**config.mk**
```make
export PLATFORM = sky130hd
export DESIGN_NAME = alu_top
export DESIGN_NICKNAME = d
export VERILOG_FILES = /design/src/rtl/alu_top.sv
export SDC_FILE = /design/constraint.sdc
export NUM_CORES = 2
export LEC_CHECK = 0
export BUFFER_PORTS_ARGS = -buffer_cell sky130_fd_sc_hd__buf_2
export CAP_MARGIN = 20
export CELL_PAD_IN_SITES_DETAIL_PLACEMENT = 1
export CELL_PAD_IN_SITES_GLOBAL_PLACEMENT = 1
export CORE_AREA = 2 2 548 550
export DETAILED_ROUTE_END_ITERATION = 16
export DIE_AREA = 0 0 550 552
export GPL_ROUTABILITY_DRIVEN = 0
export PLACE_DENSITY_LB_ADDON = 0.12
export SLEW_MARGIN = 15
export SYNTH_ARGS = -nofsm -noshare
export SYNTH_HDL_FRONTEND = slang
export SYNTH_SLANG_ARGS = --single-unit
export TNS_END_PERCENT = 100
```
**constraint.sdc**
```tcl
create_clock -name clk -period 101.6 [get_ports clk]
set_input_delay 25.4 -clock clk [delete_from_list [all_inputs] [get_ports clk]]
set_output_delay 25.4 -clock clk [all_outputs]
set_load 0.02 [all_outputs]
```
**src/rtl/alu_top.sv**
```systemverilog
// Registered N-bit integer ALU for the execute stage.
// Operands are sampled each rising edge; result and {S,Z,C,V} flags appear one edge later.
module alu_top #(
    parameter int unsigned N = 32
) (
    input  logic         clk,
    input  logic         rst,
    input  logic [N-1:0] a,
    input  logic [N-1:0] b,
    input  logic [3:0]   operacion,
    output logic [N-1:0] resultado,
    output logic [3:0]   flagsResult
);

    localparam int unsigned SW = $clog2(N);

    typedef enum logic [3:0] {
        OP_ADD = 4'b0000,
        OP_SUB = 4'b0001,
        OP_MUL = 4'b0010,
        OP_DIV = 4'b0011,
        OP_MOD = 4'b0100,
        OP_AND = 4'b0101,
        OP_OR  = 4'b0110,
        OP_XOR = 4'b0111,
        OP_SHL = 4'b1000,
        OP_SHR = 4'b1001
    } op_e;

    op_e            op;
    logic [N:0]     sum;
    logic [N:0]     diff;
    logic [2*N-1:0] prod;
    logic [N:0]     shl_w;
    logic [N:0]     shr_w;
    logic           b_zero;

    logic [N-1:0]   res_d, res_q;
    logic [3:0]     flags_d, flags_q;
    logic           carry, ovf;

    assign op     = op_e'(operacion);
    assign sum    = {1'b0, a} + {1'b0, b};
    assign diff   = {1'b0, a} - {1'b0, b};
    assign prod   = {{N{1'b0}}, a} * {{N{1'b0}}, b};
    assign b_zero = (b == '0);

    // One guard bit on each side captures the last bit shifted out (0 for a zero shift).
    assign shl_w  = {1'b0, a} << b[SW-1:0];
    assign shr_w  = {a, 1'b0} >> b[SW-1:0];

    always_comb begin
        res_d = '0;
        carry = 1'b0;
        ovf   = 1'b0;
        case (op)
            OP_ADD: begin
                res_d = sum[N-1:0];
                carry = sum[N];
                ovf   = (a[N-1] == b[N-1]) && (sum[N-1] != a[N-1]);
            end
            OP_SUB: begin
                res_d = diff[N-1:0];
                carry = diff[N];
                ovf   = (a[N-1] != b[N-1]) && (diff[N-1] != a[N-1]);
            end
            OP_MUL: begin
                res_d = prod[N-1:0];
                carry = (prod[2*N-1:N] != '0);
                ovf   = (prod[2*N-1:N] != '0);
            end
            OP_DIV: begin
                res_d = b_zero ? '1 : (a / b);
                ovf   = b_zero;
            end
            OP_MOD: begin
                res_d = b_zero ? a : (a % b);
                ovf   = b_zero;
            end
            OP_AND: res_d = a & b;
            OP_OR:  res_d = a | b;
            OP_XOR: res_d = a ^ b;
            OP_SHL: begin
                res_d = shl_w[N-1:0];
                carry = shl_w[N];
            end
            OP_SHR: begin
                res_d = shr_w[N:1];
                carry = shr_w[0];
            end
            default: res_d = '0;
        endcase
        flags_d = {res_d[N-1], (res_d == '0), carry, ovf};
    end

    always_ff @(posedge clk) begin
        if (rst) begin
            res_q   <= '0;
            flags_q <= '0;
        end else begin
            res_q   <= res_d;
            flags_q <= flags_d;
        end
    end

    assign resultado   = res_q;
    assign flagsResult = flags_q;

endmodule

```
==> Word level (Yosys, flattened, before mapping) <==
Index checks and enable logic that the tools add are counted.
{ "totals": {"register_bits": 36, "output_inout_bits": 36, "input_bits": 70, "elab_cells": 37} }
{ "classes": {"addsub": 2, "muxes": 5, "n_mul": 1, "shifts": 2, "n_reduce_logical": 7, "n_div": 2, "n_bitwise": 3, "eq_ne": 13} }
{ "ops": {"columns": ["op", "count"], "rows": [
  ["$pmux W32 S10", 1],
  ["$logic_not A32 Y1", 2],
  ["$mul A32 B32 Y64", 1],
  ["$mux W32", 2],
  ["$add A32 B32 Y33", 1],
  ["$shl A32 B5 Y33", 1],
  ["$shr A33 B5 Y33", 1],
  ["$sub A32 B32 Y33", 1],
  ["$and A32 B32 Y32", 1],
  ["$div A32 B32 Y32", 1],
  ["$mod A32 B32 Y32", 1],
  ["$or A32 B32 Y32", 1],
  ["$reduce_bool A32 Y1", 1],
  ["$xor A32 B32 Y32", 1],
  ["$eq A4 B3 Y1 const B", 4],
  ["$eq A4 B2 Y1 const B", 2],
  ["$eq A4 B4 Y1 const B", 2],
  ["$pmux W1 S5", 1],
  ["$eq A4 B1 Y1 const B", 1],
  ["$logic_not A4 Y1", 1],
  ["$pmux W1 S4", 1],
  ["$ne A1 B1 Y1", 3],
  ["$logic_and A1 B1 Y1", 2],
  ["$reduce_or A2 Y1", 1],
  ["$eq A1 B1 Y1", 1]
]} }

==> Logic depth before layout (Yosys ltp) <==
{ "logic_depth": {"ltp_word": 4, "ltp_mapped": 337, "ltp_nobuf": 306} }

==> Worst setup path before layout <==
OpenSTA, ideal clock, no wires.
{ "synth_path": {"path_kind": "input to register", "startpoint": "input port b[0]", "endpoint": "register flags_q[2] (netlist: flagsResult[2])", "setup_slack_ps": 3639, "arrival_time_ps": 97874, "setup_time_ps": 88, "path_buffers": 59, "required_ps": 101512, "stages": 297, "cell_sequence": "clkbuf_1 inv_1 clkbuf_1 buf_1 ha_1 a31o_2 and2_1 ha_1 o21a_1 o21a_1 nand2_1 mux2_2 ha_1 o211ai_1 a21oi_1 o21bai_1 a22o_1 ha_1 [... 261 more ...] mux2_2 ha_1 a2111oi_0 and2_1 a211oi_1 o221a_2 clkbuf_1 a21oi_1 nor2_1 a221o_1 nor3_1 nand4b_1 or4_1 or4_1 nor4_1 and4_1 nand4_1 nor4_2"} }
{ "synth_via": {"elab_chain_cells": 4, "elab_cells_between_ends": 15, "cone_classes": "add/sub (2); mul (1); div (2); shift (2); mux (3); bitwise (3); reduce/logical (2)"} }
{ "synth_rtl": {"columns": ["element", "line", "source"], "rows": [
  ["start: declaration", "9", "input logic [N-1:0] b,"],
  ["$mod A32 B32 Y32, or another cell as far along", "77", "res_d = b_zero ? a : (a % b);"],
  ["$mux W32 (on tied branches)", "77, 73", null],
  ["$pmux W32 S10 *", "56", "case (op)"],
  ["$logic_not A32 Y1 *", "93", "flags_d = {res_d[N-1], (res_d == '0), carry, ovf};"],
  ["end signal: assignment", "102", "flags_q <= flags_d;"],
  ["end: declaration", "39", "logic [3:0] flags_d, flags_q;"]
]} }
Mark *: on every way between the ends. The rest lies on a longest branch, timed or not.
A chain may end at the register's enable or synchronous reset.

==> Worst setup path in the final report <==
{ "layout_path": {"startpoint": "input port b[9]", "endpoint": "register flags_q[2] (netlist: flagsResult[2])"} }
Same word-level chain as after synthesis.

==> run metrics <==
synth cell count leaders=nor2_1, inv_1, nand2_1; fin util=27.8%; # H-tree levels=2; synthesized flop and latch total=35; clk sinks=35; Remaining DRCs=0; Crit. End Element=flop; CP startpoint kind=input port; CP peak stage delay=0.68 ns; crit path kind=in -> reg; CTS max path bufs=2; Nets=12000; std cell rows=201; fmax=10.1 MHz; syn nets=11900; Routed WL=466 mm; Max-Slew Margin vs Limit=14.4%; port buffer count=105; Area growth syn-to-layout=11.7%; YS warnings=0; via/cell ratio=5.73; DR pass1 iterations=6; Worst Setup SP=b[9]; DIE HEIGHT=552 um; EDFF count, synth=0; share of the synthesized area in the top cell type=24.3%; crit path time final=98.83 ns; Hold Startpoint=rst; ratio of cells with drive above 1 in the final layout=10.2%; Core Area=298000 sq um; largest net degree at the start of global routing=70; Clock Pin Slew Worst Setup and Hold Paths=0.08 ns; WP data required=101.86 ns; Yosys cell types=97; die width=550 um; CTS tree=built; clock root cell=clkbuf_16; CP Capture Point=flagsResult[2]; most used cell, CP=ha_1; total number of vias=80900; Avg Inst Size Synth=7.40 sq um; count of final setup violators=0; Mapped Area=74200 sq um; register area share after synthesis=0.945%; synth top area cells=fa_1, ha_1, nor2_1; Tcrit/Tclk final=97.3%; # hold bufs at CTS=0; FILL cells=36300; first-pass GRT wire length=649 mm; MaxCap Viol Count=0; Detail Placement HPWL=372 mm; CTS Buf Count=5; GR Overflow Total=0; I/O Pins=106; CP Max Fanout=30; status=finished, final reports clean; Iter 0 DRT Violations=7477; Routed Antenna Nets=0; crit path max-delay cell type=o31ai_1; Hold Violations, Final=0; post-DR wirelength/cell=33.0 um; via count of the first global-routing pass=83200; Post-synth ARST share=0%; Initial Utilization=24.9%; HP Class=in -> reg; max-slew violations=0; GRT Total Usage=29.8%; synthesized instance count=10000; crit path DAT=99.09 ns; antenna violations before repair=48; Tightest Pin Transition=1.27 ns; die area=304000 sq um; Most used DFF post-synth=dfxtp_1; post-synth top area cell=fa_1; dominant cell by count in the synthesized netlist=nor2_1
==> state kept, by name, indices dropped and copies added (netlist names) <==
name,count
resultado,32
flagsResult,3
==> cells by family after synthesis <==
family,after synthesis,share of synthesized area [%]
AND/OR/NAND/NOR,3375,20.2
AO/OA/AOI/OAI,2508,22.5
adder cells (fa/ha/maj),1790,39.3
buffers and inverters,1721,8.74
XOR/XNOR,399,4.71
multiplexers,200,3.65
flip-flops,35,0.945
==> metrics by stage <==
stage / instance area [sq um] / worst slack, ns / std cells / TNS (ns) / hold slack (ns)
floorplan: 74200 / 3.64 / 10000 / 0 / 25.48
finish: 82800 / 2.77 / 14100 / 0 / 25.60
CTS: 81800 / 0.142 / 14100 / 0 / 25.58
detailed placement: 81300 / -4.42 / 14000 / -81.95 / 25.82
global placement: 81300 / -3.13 / 14000 / -40.91 / 25.82
global route: 82800 / -0.404 / 14100 / -0.404 / 25.63
==> routing by layer <==
layer  wire [um]  vias to the layer above  share of wire (%)  GRT usage [%]
met5          78                        -              0.017              0
met4       26600                       10                5.7           14.1
met3       32800                      817                7.0           4.89
met2      203000                     3285                 44           46.2
met1      203000                    42100                 44           39.9
li1            -                    34700                  -              -
==> cell type report <==
class / instances / area (sq um) / area share [%]
Multi-Input combinational cell: 8273 / 68100 / 82.2
Tap cell: 3958 / 4950 / 5.98
Inverter: 1237 / 4650 / 5.61
Timing Repair Buffer: 583 / 4260 / 5.15
Sequential cell: 35 / 701 / 0.846
Clock buffer: 5 / 125 / 0.151
Antenna cell: 19 / 47.5 / 0.0574
Clock inverter: 3 / 43.8 / 0.0529
==> cell usage in the layout (no fill, tap or decap), types with 45 or more instances in the layout <==
| cell type | instances |
|---|---|
| a21o_1 | 200 |
| o21a_1 | 142 |
| buf_4 | 462 |
| a21oi_1 | 638 |
| nand2_1 | 1038 |
| a31oi_1 | 95 |
| o21bai_1 | 51 |
| mux2i_1 | 104 |
| o211ai_1 | 97 |
| o31ai_1 | 55 |
| nor3_1 | 191 |
| buf_2 | 102 |
| nor2_1 | 1297 |
| xor2_1 | 154 |
| or2_2 | 71 |
| or3_1 | 74 |
| o22ai_1 | 62 |
| and3_1 | 51 |
| nand2b_1 | 59 |
| inv_1 | 1193 |
| a211oi_1 | 85 |
| ha_1 | 887 |
| nor2b_1 | 51 |
| mux4_2 | 52 |
| nor4_1 | 45 |
| o21ai_0 | 402 |
| fa_1 | 899 |
| xnor2_1 | 244 |
| a22oi_1 | 57 |
| and2_1 | 74 |
| nand3_1 | 183 |
| nand4_1 | 80 |
==> worst max-delay path, delay by kind of cell <==
family | cells | cell delay [ns]
mux | 2 | 0.88
fa+ha+maj | 31 | 10.63
buf+inv | 37 | 6.62
simple gates | 94 | 21.90
compound gates | 134 | 33.38
==> worst min path at each step <==
stage,slack [ns],endpoint,depth (start not counted)
floorplan,25.48,resultado[24],1
global placement,25.82,resultado[21],1
detailed placement,25.82,resultado[25],1
CTS,25.58,resultado[15],3
global route,25.63,resultado[18],3
finish,25.60,resultado[18],3
==> repair_timing <==
| item | CTS | global route |
|---|---|---|
| pin swaps | 3 | 22 |
| resized for setup | 61 | 186 |
| endpoints found under the setup margin | 33 | 33 |
| setup buffers | 9 | 29 |
| gates cloned | 1 | 0 |
Power is not shown: default switching activity piles up to over one toggle a cycle in this logic, so the estimate is an artifact.
